**config.mk**
```make
export PLATFORM = sky130hd
export DESIGN_NAME = pim_sequencer_flat
export DESIGN_NICKNAME = d
export VERILOG_FILES = /design/src/rtl/pim_sequencer_if.sv /design/src/rtl/pim_sequencer.sv /design/src/flat_wrapper.sv
export SDC_FILE = /design/constraint.sdc
export NUM_CORES = 1
export LEC_CHECK = 0
export BUFFER_PORTS_ARGS = -buffer_cell sky130_fd_sc_hd__buf_2
export CAP_MARGIN = 20
export CORE_ASPECT_RATIO = 0.9
export CORE_MARGIN = 3
export CORE_UTILIZATION = 52
export DETAILED_ROUTE_END_ITERATION = 8
export PLACE_DENSITY_LB_ADDON = 0.08
export SLEW_MARGIN = 20
export SYNTH_ARGS = -nofsm -noshare
export SYNTH_HDL_FRONTEND = slang
export SYNTH_SLANG_ARGS = --single-unit
```
**constraint.sdc**
```tcl
create_clock -name clk -period 9.1 [get_ports clk]
set_clock_uncertainty 0.1 [all_clocks]
set_input_delay 1.82 -clock clk [delete_from_list [all_inputs] [get_ports clk]]
set_output_delay 1.82 -clock clk [all_outputs]
set_load 0.02 [all_outputs]
```
**src/rtl/pim_sequencer_if.sv**
```systemverilog
// ---------------------------------------------------------------------------
// pim_sequencer_if
//   Host-facing command/response bundle for the PIM sequencer.
//   Command channel : cmd_valid/cmd_ready handshake carrying {cmd_a, cmd_b, cmd_op}.
//   Response channel: rsp_valid/rsp_ready handshake carrying rsp_data.
//   Modports:
//     master - host side (offers commands, consumes responses)
//     slave  - sequencer side (accepts commands, produces responses)
// ---------------------------------------------------------------------------
interface pim_sequencer_if #(
  parameter int WIDTH = 32,
  parameter int OPW   = 2
);
  logic             cmd_valid;
  logic             cmd_ready;
  logic [WIDTH-1:0] cmd_a;
  logic [WIDTH-1:0] cmd_b;
  logic [OPW-1:0]   cmd_op;
  logic             rsp_valid;
  logic             rsp_ready;
  logic [WIDTH-1:0] rsp_data;

  modport master (
    output cmd_valid, cmd_a, cmd_b, cmd_op, rsp_ready,
    input  cmd_ready, rsp_valid, rsp_data
  );

  modport slave (
    input  cmd_valid, cmd_a, cmd_b, cmd_op, rsp_ready,
    output cmd_ready, rsp_valid, rsp_data
  );
endinterface

```
**src/rtl/pim_sequencer.sv**
```systemverilog
// ---------------------------------------------------------------------------
// pim_sequencer
//   Command-side driver for the PIM datapath (register file + ALU). Takes one
//   {a, b, op} command, loads a into register select 0 and b into register
//   select 1, presents op to the ALU, captures the result and returns it on
//   the response channel. One operation in flight at a time.
//   Ports:
//     clk              rising-edge clock
//     rst              asynchronous active-high reset
//     bus              command/response channels (pim_sequencer_if.slave)
//     o_dp_reg_select  datapath register select
//     o_dp_load_data   datapath load data
//     o_dp_load_enable datapath load strobe, one cycle per register
//     o_dp_opcode      datapath ALU opcode
//     i_dp_out         datapath ALU result (combinational from its registers)
//     o_busy           high whenever an operation is in progress
//     o_done_count     completed responses, wraps at 2^CNTW
// ---------------------------------------------------------------------------
module pim_sequencer #(
  parameter int WIDTH = 32,
  parameter int OPW   = 2,
  parameter int CNTW  = 16
) (
  input  logic              clk,
  input  logic              rst,
  pim_sequencer_if.slave    bus,
  output logic              o_dp_reg_select,
  output logic [WIDTH-1:0]  o_dp_load_data,
  output logic              o_dp_load_enable,
  output logic [OPW-1:0]    o_dp_opcode,
  input  logic [WIDTH-1:0]  i_dp_out,
  output logic              o_busy,
  output logic [CNTW-1:0]   o_done_count
);

  typedef enum logic [2:0] {
    S_IDLE   = 3'd0,
    S_LOAD_A = 3'd1,
    S_LOAD_B = 3'd2,
    S_EXEC   = 3'd3,
    S_RESP   = 3'd4
  } state_t;

  state_t           r_state;
  state_t           w_state_next;

  logic [WIDTH-1:0] r_a;
  logic [WIDTH-1:0] r_b;
  logic [OPW-1:0]   r_op;
  logic [WIDTH-1:0] r_rsp_data;
  logic [CNTW-1:0]  r_done_count;

  logic             w_cmd_ready;
  logic             w_load_enable;
  logic             w_reg_select;
  logic [WIDTH-1:0] w_load_data;
  logic [OPW-1:0]   w_opcode;
  logic             w_rsp_valid;
  logic             w_busy;
  logic             w_accept;
  logic             w_complete;

  // State register
  always_ff @(posedge clk or posedge rst) begin
    if (rst) begin
      r_state <= S_IDLE;
    end else begin
      r_state <= w_state_next;
    end
  end

  // Next state and all state-decoded outputs
  always_comb begin
    w_state_next  = r_state;
    w_cmd_ready   = 1'b0;
    w_load_enable = 1'b0;
    w_reg_select  = 1'b0;
    w_load_data   = '0;
    w_opcode      = r_op;   // held from LOAD_A through RESP
    w_rsp_valid   = 1'b0;
    w_busy        = 1'b1;
    w_accept      = 1'b0;
    w_complete    = 1'b0;
    case (r_state)
      S_IDLE: begin
        w_cmd_ready = 1'b1;
        w_busy      = 1'b0;
        w_opcode    = '0;
        if (bus.cmd_valid) begin
          w_accept     = 1'b1;
          w_state_next = S_LOAD_A;
        end
      end
      S_LOAD_A: begin
        w_load_enable = 1'b1;
        w_reg_select  = 1'b0;
        w_load_data   = r_a;
        w_state_next  = S_LOAD_B;
      end
      S_LOAD_B: begin
        w_load_enable = 1'b1;
        w_reg_select  = 1'b1;
        w_load_data   = r_b;
        w_state_next  = S_EXEC;
      end
      S_EXEC: begin
        // Both registers are loaded; ALU output settles this cycle.
        w_state_next = S_RESP;
      end
      S_RESP: begin
        w_rsp_valid = 1'b1;
        // Completion returns to IDLE; a command offered now is taken next cycle.
        if (bus.rsp_ready) begin
          w_complete   = 1'b1;
          w_state_next = S_IDLE;
        end
      end
      default: begin
        w_state_next = S_IDLE;
      end
    endcase
  end

  // Operand latches, result capture and completion counter
  always_ff @(posedge clk or posedge rst) begin
    if (rst) begin
      r_a          <= '0;
      r_b          <= '0;
      r_op         <= '0;
      r_rsp_data   <= '0;
      r_done_count <= '0;
    end else begin
      // Operands are sampled only at the accept edge.
      if (w_accept) begin
        r_a  <= bus.cmd_a;
        r_b  <= bus.cmd_b;
        r_op <= bus.cmd_op;
      end
      if (r_state == S_EXEC) begin
        r_rsp_data <= i_dp_out;
      end
      if (w_complete) begin
        r_done_count <= r_done_count + CNTW'(1);
      end
    end
  end

  assign bus.cmd_ready    = w_cmd_ready;
  assign bus.rsp_valid    = w_rsp_valid;
  assign bus.rsp_data     = r_rsp_data;
  assign o_dp_reg_select  = w_reg_select;
  assign o_dp_load_data   = w_load_data;
  assign o_dp_load_enable = w_load_enable;
  assign o_dp_opcode      = w_opcode;
  assign o_busy           = w_busy;
  assign o_done_count     = r_done_count;

endmodule

```
**src/flat_wrapper.sv**
```systemverilog
// flat-port wrapper written by rule: the top's interface ports become plain ports
module pim_sequencer_flat 
#(
  parameter int WIDTH = 32,
  parameter int OPW   = 2,
  parameter int CNTW  = 16
)
  (clk, rst, o_dp_reg_select, o_dp_load_data, o_dp_load_enable, o_dp_opcode, i_dp_out, o_busy, o_done_count, bus_cmd_valid, bus_cmd_a, bus_cmd_b, bus_cmd_op, bus_rsp_ready, bus_cmd_ready, bus_rsp_valid, bus_rsp_data);
  pim_sequencer_if #(.WIDTH(WIDTH), .OPW(OPW)) bus_i ();
  input  logic clk;
  input  logic rst;
  output logic o_dp_reg_select;
  output logic [WIDTH-1:0] o_dp_load_data;
  output logic o_dp_load_enable;
  output logic [OPW-1:0] o_dp_opcode;
  input  logic [WIDTH-1:0] i_dp_out;
  output logic o_busy;
  output logic [CNTW-1:0] o_done_count;
  input wire logic [$bits(bus_i.cmd_valid)-1:0] bus_cmd_valid;
  input wire logic [$bits(bus_i.cmd_a)-1:0] bus_cmd_a;
  input wire logic [$bits(bus_i.cmd_b)-1:0] bus_cmd_b;
  input wire logic [$bits(bus_i.cmd_op)-1:0] bus_cmd_op;
  input wire logic [$bits(bus_i.rsp_ready)-1:0] bus_rsp_ready;
  output wire logic [$bits(bus_i.cmd_ready)-1:0] bus_cmd_ready;
  output wire logic [$bits(bus_i.rsp_valid)-1:0] bus_rsp_valid;
  output wire logic [$bits(bus_i.rsp_data)-1:0] bus_rsp_data;
  assign bus_i.cmd_valid = bus_cmd_valid;
  assign bus_i.cmd_a = bus_cmd_a;
  assign bus_i.cmd_b = bus_cmd_b;
  assign bus_i.cmd_op = bus_cmd_op;
  assign bus_i.rsp_ready = bus_rsp_ready;
  assign bus_cmd_ready = bus_i.cmd_ready;
  assign bus_rsp_valid = bus_i.rsp_valid;
  assign bus_rsp_data = bus_i.rsp_data;
  pim_sequencer #(.WIDTH(WIDTH), .OPW(OPW), .CNTW(CNTW)) u_core (.clk(clk), .rst(rst), .bus(bus_i), .o_dp_reg_select(o_dp_reg_select), .o_dp_load_data(o_dp_load_data), .o_dp_load_enable(o_dp_load_enable), .o_dp_opcode(o_dp_opcode), .i_dp_out(i_dp_out), .o_busy(o_busy), .o_done_count(o_done_count));
endmodule
```
==> results by group <==
Status
  – Outcome: finished clean

Yosys
  – Synth top area cells: dfrtp_1, mux2_2, mux2_4, a22o_1, buf_12
  – Predominant post-synthesis flop cell: dfrtp_1
  – Yosys cell types: 32
  – Synth Register Bits: 117
  – Syn_nets: 437
  – Syn_area_per_cell: 15.2 sq um
  – Fraction of registers with async set or reset after synthesis: 100%
  – Area leader, netlist: dfrtp_1
  – Post-synth design cell area: 5080 sq um
  – Sequential cell area fraction in the yosys report: 57.6%
  – Cells after Synth: 334
  – Synth top area share: 57.6%
  – Warnings, synthesis: 0
  – Number of flops mapped to enable cells by yosys: 0

Detailed routing
  – DRC: 0
  – DR WL met3: 906 microns
  – Antenna-violating nets left: 0
  – Initial drt markers: 174
  – Top Metal Used: met4
  – Via count: 3440
  – DR WL/cell: 17.0 microns
  – Pre-Repair DR Iteration Count: 4
  – Drt total wl: 11.2 mm
  – Routed vias/inst: 5.21
  – Met2 wire length: 5.34 mm
  – Met1 Wirelength: 4.84 mm

Setup path
  – CP top delay family: buffers and inverters
  – CP peak stage delay: 510 ps
  – Required time of the critical path: 7180 ps
  – Slowest cell on crit path: dfrtp_1
  – WP buf/inv: 2
  – Worst r2r path cells: 3
  – Crit Reg-Reg Endpoint: u_core.r_a[2]
  – CP Launch Type: register
  – R2r startpoint: u_core.r_state[1]
  – Worst-path fanout max: 34
  – Crit path DAT: 2030 ps
  – Flop2flop setup slack: 6710 ps
  – Crit end category: output pin
  – Worst path cell trace: nor3b_4 > buf_4 > a22o_1 > buf_2
  – CP Class: reg -> out

STA
  – Least-Margin Pin Slew: 1080 ps
  – Tmin final: 3950 ps
  – Final setup fails: 0
  – Crit share post-route: 43.4%
  – Fmax achieved: 0.253 GHz
  – Fin. Hold Viols: 0
  – Setup TNS: 0 ps
  – Slew Viols, Final: 0
  – Slew HR: 28.2%
  – RSZ-0062 raised after global routing: false

Clock tree
  – CTS tree: done
  – Post_cts resized: 0
  – Buffer depth of the longest clock path: 2
  – Clock-pin slew on the worst setup and hold paths: 60 ps
  – H-tree depth: 4
  – Root Buffer: clkbuf_8
  – Hold_buf cts: 0
  – Post-CTS Setup Bufs: 0
  – Clk_lat worst skew: 500 ps
  – # clock sinks: 117
  – Number of CTS-inserted buffers: 17

Floorplan
  – Die height: 99.8 microns
  – Core area: 9330 sq um
  – Die ar.: 11000 sq um
  – Initial Utilization: 54.5%
  – FP Rows: 33
  – Die W: 110 microns
  – IO Pins: 189

Placed design
  – I/O Buffers: 188
  – GPL Wtd Cong: 0.794
  – DP HPWL: 7.56 mm

Global routing
  – First-pass GRT wire length: 17.9 mm
  – GRT Overall Usage: 21.4%
  – Largest net degree at the start of global routing: 73
  – Gr ovfl total: 0
  – Vias in the first global route: 3527
  – Initial antenna violation count: 0

Power and ir drop
  – Total power: 2.73 mW
  – Max VDD drop: 237 uV
  – Pwr per Cell Area: 410 nW/um^2
  – Pleak: 3.33 nW

Job
  – Max-Cap Viols: 0

Cells and area
  – Share of post-route cells with drive strength above 1: 61.2%
  – Antenna Cells: 0
  – Commonest non-fill, non-tap cells in the layout: buf_2, dfrtp_1, mux2_2
  – Most common cell after layout, fill and taps aside: buf_2
  – Layout area overhead: 30.7%
  – Final nets: 628

Min path
  – Hold Path Sink: u_core.o_done_count[15]
  – Hold Crit Depth: 1
  – Hold Crit Class: reg -> reg
  – Hold_sp: u_core.o_done_count[15]
where the power goes:
part	switching [mW]	internal [mW]	total, mW
sequential	0.151	0.764	0.916
combinational	0.578	0.560	1.14
clock	0.216	0.456	0.673
registers in the layout, summed over array words and instances, names as in the netlist:
signal               count
u_core.o_done_count     16
u_core.r_op              2
u_core.r_b              32
u_core.bus.rsp_data     32
u_core.r_state           3
u_core.r_a              32
metrics by stage:
step / area, sq um / utilization [%] / std cells / worst slack, ps / hold slack (ps)
global placement: 6040 / 64.7 / 628 / 5670 / 360
CTS: 6640 / 71.2 / 660 / 5110 / 381
floorplan: 5080 / - / 334 / 4080 / 374
global route: 6640 / 71.2 / 660 / 5000 / 409
detailed placement: 6040 / 64.7 / 628 / 5650 / 369
finish: 6640 / 71.2 / 660 / 5150 / 374
cell type report:
class / count / area, sq um
clock buffer: 22 / 453
clock inverter: 10 / 153
fill: 686 / 2690
inverter: 6 / 25.0
multi-input combinational: 191 / 1960
sequential: 117 / 2930
tap: 122 / 153
timing repair buffer: 192 / 971
worst register-to-register path: stages, from the launching register on:
cell	delay, ps
dfrtp_1	480
nor3_4	330
and2_4	910
mux2_2	460
logic make-up after synthesis:
logic type	after synthesis	synth area share, %
xor+xnor	15	2.58
mux	99	24.9
buf+inv	26	4.06
fa+ha+maj	1	0.246
compound gates	33	5.61
flops	117	57.6
simple gates	43	5.02
synthesized netlist by cell type, types with 3 or more instances:
| library cell | count |
|---|---|
| a22o_1 | 32 |
| nand3_1 | 4 |
| xnor2_1 | 10 |
| nor3_1 | 4 |
| xor2_1 | 5 |
| buf_2 | 7 |
| mux2_4 | 40 |
| buf_4 | 3 |
| nand2_1 | 9 |
| clkbuf_1 | 4 |
| nor2_1 | 7 |
| inv_1 | 5 |
| mux2_2 | 59 |
| nand4_1 | 4 |
| dfrtp_1 | 117 |
| buf_12 | 5 |
metal layers:
metal	vias to the layer above	global-route usage [%]
li1	1583	-
met1	1716	28.0
met2	132	33.7
met3	9	7.14
met4	0	7.01
met5	-	0
how the worst max path moves through the flow:
| stage | startpoint | end | slack [ps] | cells past startpoint |
|---|---|---|---|---|
| 2_1_floorplan | rst | u_core.bus.rsp_data[0] | 4080 | 1 |
| 3_5_place_dp | bus_cmd_valid | u_core.r_a[2] | 5650 | 3 |
| 6_report | u_core.r_state[0] | o_dp_load_data[30] | 5150 | 4 |
| 5_1_grt | u_core.r_state[0] | o_dp_load_data[23] | 5000 | 4 |
| 4_1_cts | u_core.r_state[0] | o_dp_load_data[23] | 5110 | 4 |
| 3_3_place_gp | u_core.r_state[0] | o_dp_load_data[30] | 5670 | 4 |
Power figures use the tool's default switching activity.
